===== config.mk =====
export PLATFORM = sky130hd
export DESIGN_NAME = param_shift_register
export DESIGN_NICKNAME = d
export VERILOG_FILES = /design/src/rtl/shift_pkg.sv /design/src/rtl/shift_burst_ctrl.sv /design/src/rtl/param_shift_register.sv
export SDC_FILE = /design/constraint.sdc
export NUM_CORES = 1
export LEC_CHECK = 0
export ABC_AREA = 1
export CAP_MARGIN = 20
export CORE_UTILIZATION = 40
export CTS_CLUSTER_SIZE = 30
export DETAILED_ROUTE_END_ITERATION = 10
export DONT_BUFFER_PORTS = 1
export PLACE_DENSITY = 0.62
export SYNTH_ARGS = -nofsm -noshare
export SYNTH_HDL_FRONTEND = slang
export SYNTH_SLANG_ARGS = --single-unit

===== constraint.sdc =====
create_clock -name clk -period 4 [get_ports clk]
set_input_delay 0.2 -clock clk [delete_from_list [all_inputs] [get_ports clk]]
set_output_delay 0.2 -clock clk [all_outputs]
set_load 0.005 [all_outputs]

===== src/rtl/shift_pkg.sv =====
// Shared encodings for the parameterised shift register: operation modes,
// burst FSM states and a helper that classifies burst-capable modes.
package shift_pkg;

    localparam int unsigned MODE_W = 3;

    localparam logic [MODE_W-1:0] MODE_HOLD = 3'd0;
    localparam logic [MODE_W-1:0] MODE_SHL  = 3'd1;
    localparam logic [MODE_W-1:0] MODE_SHR  = 3'd2;
    localparam logic [MODE_W-1:0] MODE_ROTL = 3'd3;
    localparam logic [MODE_W-1:0] MODE_ROTR = 3'd4;
    localparam logic [MODE_W-1:0] MODE_LOAD = 3'd5;

    typedef enum logic [1:0] {
        ST_IDLE = 2'd0,
        ST_RUN  = 2'd1,
        ST_DONE = 2'd2
    } state_e;

    // Only the four movement modes may run as an autonomous burst.
    function automatic logic is_burst_mode(input logic [MODE_W-1:0] m);
        return (m == MODE_SHL) || (m == MODE_SHR) ||
               (m == MODE_ROTL) || (m == MODE_ROTR);
    endfunction

endpackage


===== src/rtl/shift_burst_ctrl.sv =====
// Burst sequencer: decides each cycle whether the datapath steps and with
// which mode, and runs the counted RUN/DONE sequence for bursts.
module shift_burst_ctrl
    import shift_pkg::*;
#(
    parameter int unsigned LEN_W = 4
) (
    input  logic              clk,
    input  logic              reset_n,
    input  logic [MODE_W-1:0] mode,
    input  logic              shift_enable,
    input  logic              burst_start,
    input  logic [LEN_W-1:0]  burst_len,
    output logic              step_c,
    output logic [MODE_W-1:0] step_mode_c,
    output logic              busy,
    output logic              done
);

    state_e             state_q, state_d;
    logic [LEN_W-1:0]   cnt_q, cnt_d;
    logic [MODE_W-1:0]  mode_q, mode_d;
    logic               busy_q, busy_d;
    logic               done_q, done_d;

    always_ff @(posedge clk or negedge reset_n) begin
        if (!reset_n) begin
            state_q <= ST_IDLE;
            cnt_q   <= '0;
            mode_q  <= MODE_HOLD;
            busy_q  <= 1'b0;
            done_q  <= 1'b0;
        end else begin
            state_q <= state_d;
            cnt_q   <= cnt_d;
            mode_q  <= mode_d;
            busy_q  <= busy_d;
            done_q  <= done_d;
        end
    end

    always_comb begin
        state_d     = state_q;
        cnt_d       = cnt_q;
        mode_d      = mode_q;
        step_c      = 1'b0;
        step_mode_c = mode;

        case (state_q)
            ST_IDLE: begin
                // An accepted burst wins over a single step and moves no data.
                if (burst_start && (burst_len != '0) && is_burst_mode(mode)) begin
                    state_d = ST_RUN;
                    cnt_d   = burst_len;
                    mode_d  = mode;
                end else if (shift_enable) begin
                    step_c = 1'b1;
                end
            end
            ST_RUN: begin
                step_c      = 1'b1;
                step_mode_c = mode_q;
                if (cnt_q <= LEN_W'(1)) begin
                    state_d = ST_DONE;
                    cnt_d   = '0;
                end else begin
                    cnt_d = cnt_q - LEN_W'(1);
                end
            end
            ST_DONE: begin
                state_d = ST_IDLE;
            end
            default: begin
                state_d = ST_IDLE;
                cnt_d   = '0;
            end
        endcase

        busy_d = (state_d == ST_RUN);
        done_d = (state_d == ST_DONE);
    end

    assign busy = busy_q;
    assign done = done_q;

endmodule


===== src/rtl/param_shift_register.sv =====
// Parameterised shift/rotate/load register with single-step and counted
// burst operation; the burst sequencing lives in shift_burst_ctrl.
module param_shift_register
    import shift_pkg::*;
#(
    parameter int unsigned WIDTH = 8,
    parameter int unsigned LEN_W = 4
) (
    input  logic              clk,
    input  logic              reset_n,
    input  logic [MODE_W-1:0] mode,
    input  logic              serial_in,
    input  logic [WIDTH-1:0]  parallel_in,
    input  logic              shift_enable,
    input  logic              burst_start,
    input  logic [LEN_W-1:0]  burst_len,
    output logic [WIDTH-1:0]  stored_data,
    output logic              serial_out,
    output logic              busy,
    output logic              done
);

    logic              step_c;
    logic [MODE_W-1:0] step_mode_c;
    logic [WIDTH-1:0]  data_q, data_d;
    logic              sout_q, sout_d;

    shift_burst_ctrl #(
        .LEN_W (LEN_W)
    ) u_ctrl (
        .clk          (clk),
        .reset_n      (reset_n),
        .mode         (mode),
        .shift_enable (shift_enable),
        .burst_start  (burst_start),
        .burst_len    (burst_len),
        .step_c       (step_c),
        .step_mode_c  (step_mode_c),
        .busy         (busy),
        .done         (done)
    );

    always_ff @(posedge clk or negedge reset_n) begin
        if (!reset_n) begin
            data_q <= '0;
            sout_q <= 1'b0;
        end else begin
            data_q <= data_d;
            sout_q <= sout_d;
        end
    end

    // One operation of the selected mode; undefined codes behave as HOLD.
    always_comb begin
        data_d = data_q;
        sout_d = sout_q;
        if (step_c) begin
            case (step_mode_c)
                MODE_SHL: begin
                    data_d = {data_q[WIDTH-2:0], serial_in};
                    sout_d = data_q[WIDTH-1];
                end
                MODE_SHR: begin
                    data_d = {serial_in, data_q[WIDTH-1:1]};
                    sout_d = data_q[0];
                end
                MODE_ROTL: begin
                    data_d = {data_q[WIDTH-2:0], data_q[WIDTH-1]};
                    sout_d = data_q[WIDTH-1];
                end
                MODE_ROTR: begin
                    data_d = {data_q[0], data_q[WIDTH-1:1]};
                    sout_d = data_q[0];
                end
                MODE_LOAD: begin
                    data_d = parallel_in;
                end
                default: begin
                    data_d = data_q;
                end
            endcase
        end
    end

    assign stored_data = data_q;
    assign serial_out  = sout_q;

endmodule


# Word-level counts from Yosys, hierarchy flattened
# Index checks and enable logic that the tools add are counted.
# totals
register_bits	20
input_bits	20
output_inout_bits	11
word_cells	51
# classes
add_sub_neg	1
magnitude_cmp	1
n_eq_ne	14
mux	12
bitwise	1
n_reduce_logical	15
# ops
cell	n
$pmux 8 s5	1
$eq 3x2->1 const B	4
$pmux 4 s3	1
$eq 3x3->1 const B	3
$mux 4	2
$reduce_and 2->1	4
$eq 3x1->1 const B	2
$reduce_bool 5->1	1
$eq 2x1->1 const B	2
$eq 2x2->1 const B	2
$le 4x1->1 const B	1
$mux 2	2
$pmux 1 s2	2
$pmux 2 s2	1
$reduce_bool 4->1	1
$reduce_or 2->1	2
$sub 4x1->4 const B	1
$logic_or 1x1->1	3
$mux 3	1
$logic_and 1x1->1	2
$logic_not 2->1	1
$mux 1	2
$ne 2x1->1 const B	1
$reduce_bool 2->1	1
$not 1->1	1

# Longest topological paths before layout
# depth
word_depth	8
mapped_depth	11
depth_no_buf	11

# By module
# Synthesis repeated with hierarchy kept, for this count alone.
# hier_totals
hier_cells	185
hier_area_um2	1371.3
# by_module_without_submodules
module	n_inst	cells_each	area_per_inst_um2	seq_area_each_um2
param_shift_register	1	103	708.2	225.2
shift_burst_ctrl	1	82	663.1	275.3

# Least setup slack after synthesis
# OpenSTA, ideal clock, no wires.
# synth_path
path_type	register to register
start	reg u_ctrl.cnt_q[0]
end	reg u_ctrl.cnt_q[0]
setup_time_ns	0.083
arrival_time_ns	1.301
t_required_ns	3.917
setup_slack_ns	2.616
stages_incl_launch_ff	8
n_path_buf	0
synth_period_minus_slack_ns	1.384
path_cell_list	dfrtp_1 > inv_1 > ha_1 > o211ai_1 > nand3_1 > o21ai_0 > nand2_1 > o21ai_0
# synth_between
elab_chain_cells	3
elab_cells_between_ends	4
cone_classes	1 x add/sub; 1 x order compare; 2 x mux
# synth_lines
item	line	source
start, declared	shift_burst_ctrl.sv:21	logic [LEN_W-1:0] cnt_q, cnt_d;
start signal, assigned	shift_burst_ctrl.sv:35	cnt_q <= cnt_d;
$sub 4x1->4 / $le 4x1->1 (equally long branches)	shift_burst_ctrl.sv:67, shift_burst_ctrl.sv:63	
$mux 4 *	shift_burst_ctrl.sv:63	if (cnt_q <= LEN_W'(1)) begin
$pmux 4 s3 *	shift_burst_ctrl.sv:49	case (state_q)
# Every way passes the cells marked *; elsewhere a longest branch is shown, timed or not.
# A chain may end at the register's enable or synchronous reset.

# Worst setup path after layout
# layout_path
start	reg u_ctrl.state_q[1]
end	reg data_q[4] (netlist: stored_data[4])
# layout_between
elab_chain_cells	5
elab_cells_between_ends	12
cone_classes	6 x eq/ne; 3 x mux; 3 x reduce/logical
# layout_lines
item	line	source
start, declared	shift_burst_ctrl.sv:20	state_e state_q, state_d;
start signal, assigned	shift_burst_ctrl.sv:34	state_q <= state_d;
$eq 2x1->1	shift_burst_ctrl.sv:49	
$mux 3	shift_burst_ctrl.sv:49	
$eq 3x3->1, or another cell as far along	param_shift_register.sv:58	case (step_mode_c)
$reduce_bool 5->1 (no source line)	n/a	
$reduce_and 2->1 (no source line)	n/a	
end signal, assigned	param_shift_register.sv:48	data_q <= data_d;
end, declared	param_shift_register.sv:25	logic [WIDTH-1:0] data_q, data_d;
# Several ways; a longest one is shown, not always the timed one.

==> summary.txt <==
Floorplan
  – Top-Level Pins: 31
  – Die Height: 60.9 um
  – Die area: 3710 um^2
  – FP Rows: 21
  – Core box area: 3340 um^2
  – Starting Density: 0.415
  – Die X: ~60 um

Timing
  – RSZ-0062 raised after global routing: no
  – Slew @ Worst Pin: 0.432 ns
  – Setup Skew: between 0.008 and 0.009 ns
  – Min Tclk post-route: between 1.5 and 2 ns
  – Fin crit share: 0.417
  – Worst setup margin: approximately 2.3 ns
  – Setup violators final: 0
  – Slew Limit Fails: 0
  – Fin. Hold Viols: 0
  – Slew HR: 0.710
  – Setup TNS: 0 ns
  – Fmax: around 600 MHz

Drt
  – DR pass1 iterations: 4
  – Vias per cell: 4.95
  – Via count: about 1200
  – Drt wl/cell: approximately 13 um
  – Post-Route WL: approximately 3 mm
  – Post-route ant nets: 0
  – Drt drc: 0
  – Initial drt markers: 38

Setup path
  – Crit path capture type: register
  – Crit path max fanout: 11
  – Arrival time worst endpoint: between 1.5 and 2 ns
  – Critical path required time: 4.21 ns
  – Critical path startpoint category: register
  – CP Class: register to register

Global route
  – All-Layer GR Usage: 0.176
  – Overflow after GRT: 0
  – Grt met3 use: 0.0341
  – Number of global-route vias before repair: 1069
  – Largest net degree at the start of global routing: 21
  – GRT busiest layer: met2
  – First-pass GRT wire length: around 4.8 mm
  – GRT met1 Usage: 0.239
  – Antenna violations before repair: 0
  – Met2 Use GR: 0.278

Synth
  – Ys async rst share: 1.00
  – Syn nets: slightly above 200
  – Post-synth cell types: 24
  – Sequential area share after synthesis: 0.361
  – Mapped cell area: roughly 1400 um^2
  – Syn_area_per_cell: between 7 and 8 um^2
  – Synth warn: 0
  – Area contributors post-synth: dfrtp_1, nand2_1, nand3_1, nor2_1, nand2_4
  – Cell count after synthesis: ~180
  – Top-area cell type share of the netlist area: 0.361
  – Top cell type by total area after synthesis: dfrtp_1
  – Synth Register Bits: 20
  – Post-synth EDFFs: 0
  – Top FF cell, synth: dfrtp_1

Clocking
  – Worst-Skew Late Latency: just over 0.3 ns
  – H-tree levels: 1
  – Root Driver: clkbuf_4
  – TritonCTS clock tree: done
  – Post-CTS setup buffers: 0
  – Cts hold-fix bufs: 1
  – Clk pin slew, worst setup/hold paths: ~0.13 ns
  – CTS Sinks: 20
  – Maximum buffer depth of the clock tree: 2
  – CTS Buf Count: 3
  – Post-CTS resize count: 0

Final layout
  – Final instance area: about 1500 um^2
  – Ant diodes: 0
  – Most frequent cells in the layout: nand2_1, nand3_1, nor2_1
  – Fin util: 0.448
  – Most common cell after layout, fill and taps aside: nand2_1
  – Share of cells above drive strength 1: 0.197
  – Nets: ~210
  – Synth-to-layout area growth: 7.85%

Pwr
  – Leakage Power: approximately 0.00075 uW
  – Pwr/cell area: 833 nW/um^2
  – Worst VDD drop: between 0.0003 and 0.0004 V

Place
  – RD Place Congestion: slightly above 0.8
  – Port Buffers: 0
  – Post-DP HPWL: approximately 2.2 mm
  – DP Area: around 1400 um^2
  – Pre-CTS setup slack: between 2 and 2.5 ns

Worst hold path
  – Worst hold path type: input pin to register

Status
  – Outcome: completed

Flow run
  – Max Cap Violations: 0
[state kept, by name, summed over array words and instances (netlist names)]
register	cells
stored_data	8
u_ctrl.cnt_q	4
u_ctrl.mode_q	3
u_ctrl.state_q	2
serial_out	1
u_ctrl.busy	1
u_ctrl.done	1
[worst paths after layout]
| check | to | start | cells after the start | slack (ns) |
|---|---|---|---|---|
| worst max-delay path | stored_data[4] | u_ctrl.state_q[1] | 10 | 2.33 |
| worst min-delay path | u_ctrl.mode_q[0] | mode[0] | 2 | 0.04 |
| worst max register to register | stored_data[4] | u_ctrl.state_q[1] | 10 | 2.33 |
| worst min register to register | serial_out | serial_out | 2 | 0.53 |
| max in group asynchronous | stored_data[3] | reset_n | 2 | 3.37 |
| min in group asynchronous | serial_out | reset_n | 1 | 0.23 |
[cells by family (layout without fill, tap and decap cells)]
group	Yosys count	count (layout)	synth area share
AOI/OAI and AO/OA	16	16	0.0596
buffers and inverters	19	23	0.0677
DFF	20	20	0.361
xor gates and xnor gates	2	2	0.0126
and+or+nand+nor	125	125	0.481
adders and majority gates	2	2	0.0180
[routing by layer]
metal | up-vias | share of wire
met5 | - | 0
met3 | 2 | 0.042
met4 | 0 | 0.0065
met2 | 18 | 0.49
li1 | 601 | -
met1 | 538 | 0.46
[critical path: stages, from the launching register on]
cell	delay, ns
dfrtp_1	0.44
inv_2	0.23
nand2_4	0.12
nand2_1	0.10
nand2_2	0.08
nand2_4	0.14
nand3_4	0.14
nand2_4	0.13
inv_6	0.06
nor2_2	0.08
nor2_1	0.05
[synthesized netlist by cell type (2+ instances only)]
library cell / number
nand2_2: 6
nor2_1: 23
nand3_4: 2
inv_2: 2
dfrtp_1: 20
ha_1: 2
nand3_2: 4
nand2_4: 7
o21ai_1: 2
nor2_2: 7
nand3_1: 27
nand2_1: 46
inv_1: 13
o21ai_0: 13
[power breakdown]
part	internal (uW)	total (uW)	switching [uW]
Sequential	300	411	111
Clock	55.6	127	71.0
Combinational	258	708	450
Total	613	1240	632
[stage by stage]
step / power (uW) / hold WS, ns / cells
finish: 1240 / 0.0403 / 234
global route: 1380 / 0.0617 / 234
CTS: 1250 / 0.0449 / 233
detailed placement: 1120 / -0.0949 / 228
global placement: 1100 / -0.0949 / 228
floorplan: 1000 / -0.0956 / 184
[final cells by class]
type | instances | area (um^2)
repair buffers | 2 | 37.5
multi-input cells | 145 | 792
well taps | 46 | 57.6
flip-flops and latches | 20 | 500
clock buffers | 4 | 36.3
fillers | 339 | 1840
inverters | 17 | 71.3
(Power assumes the default switching activity.)
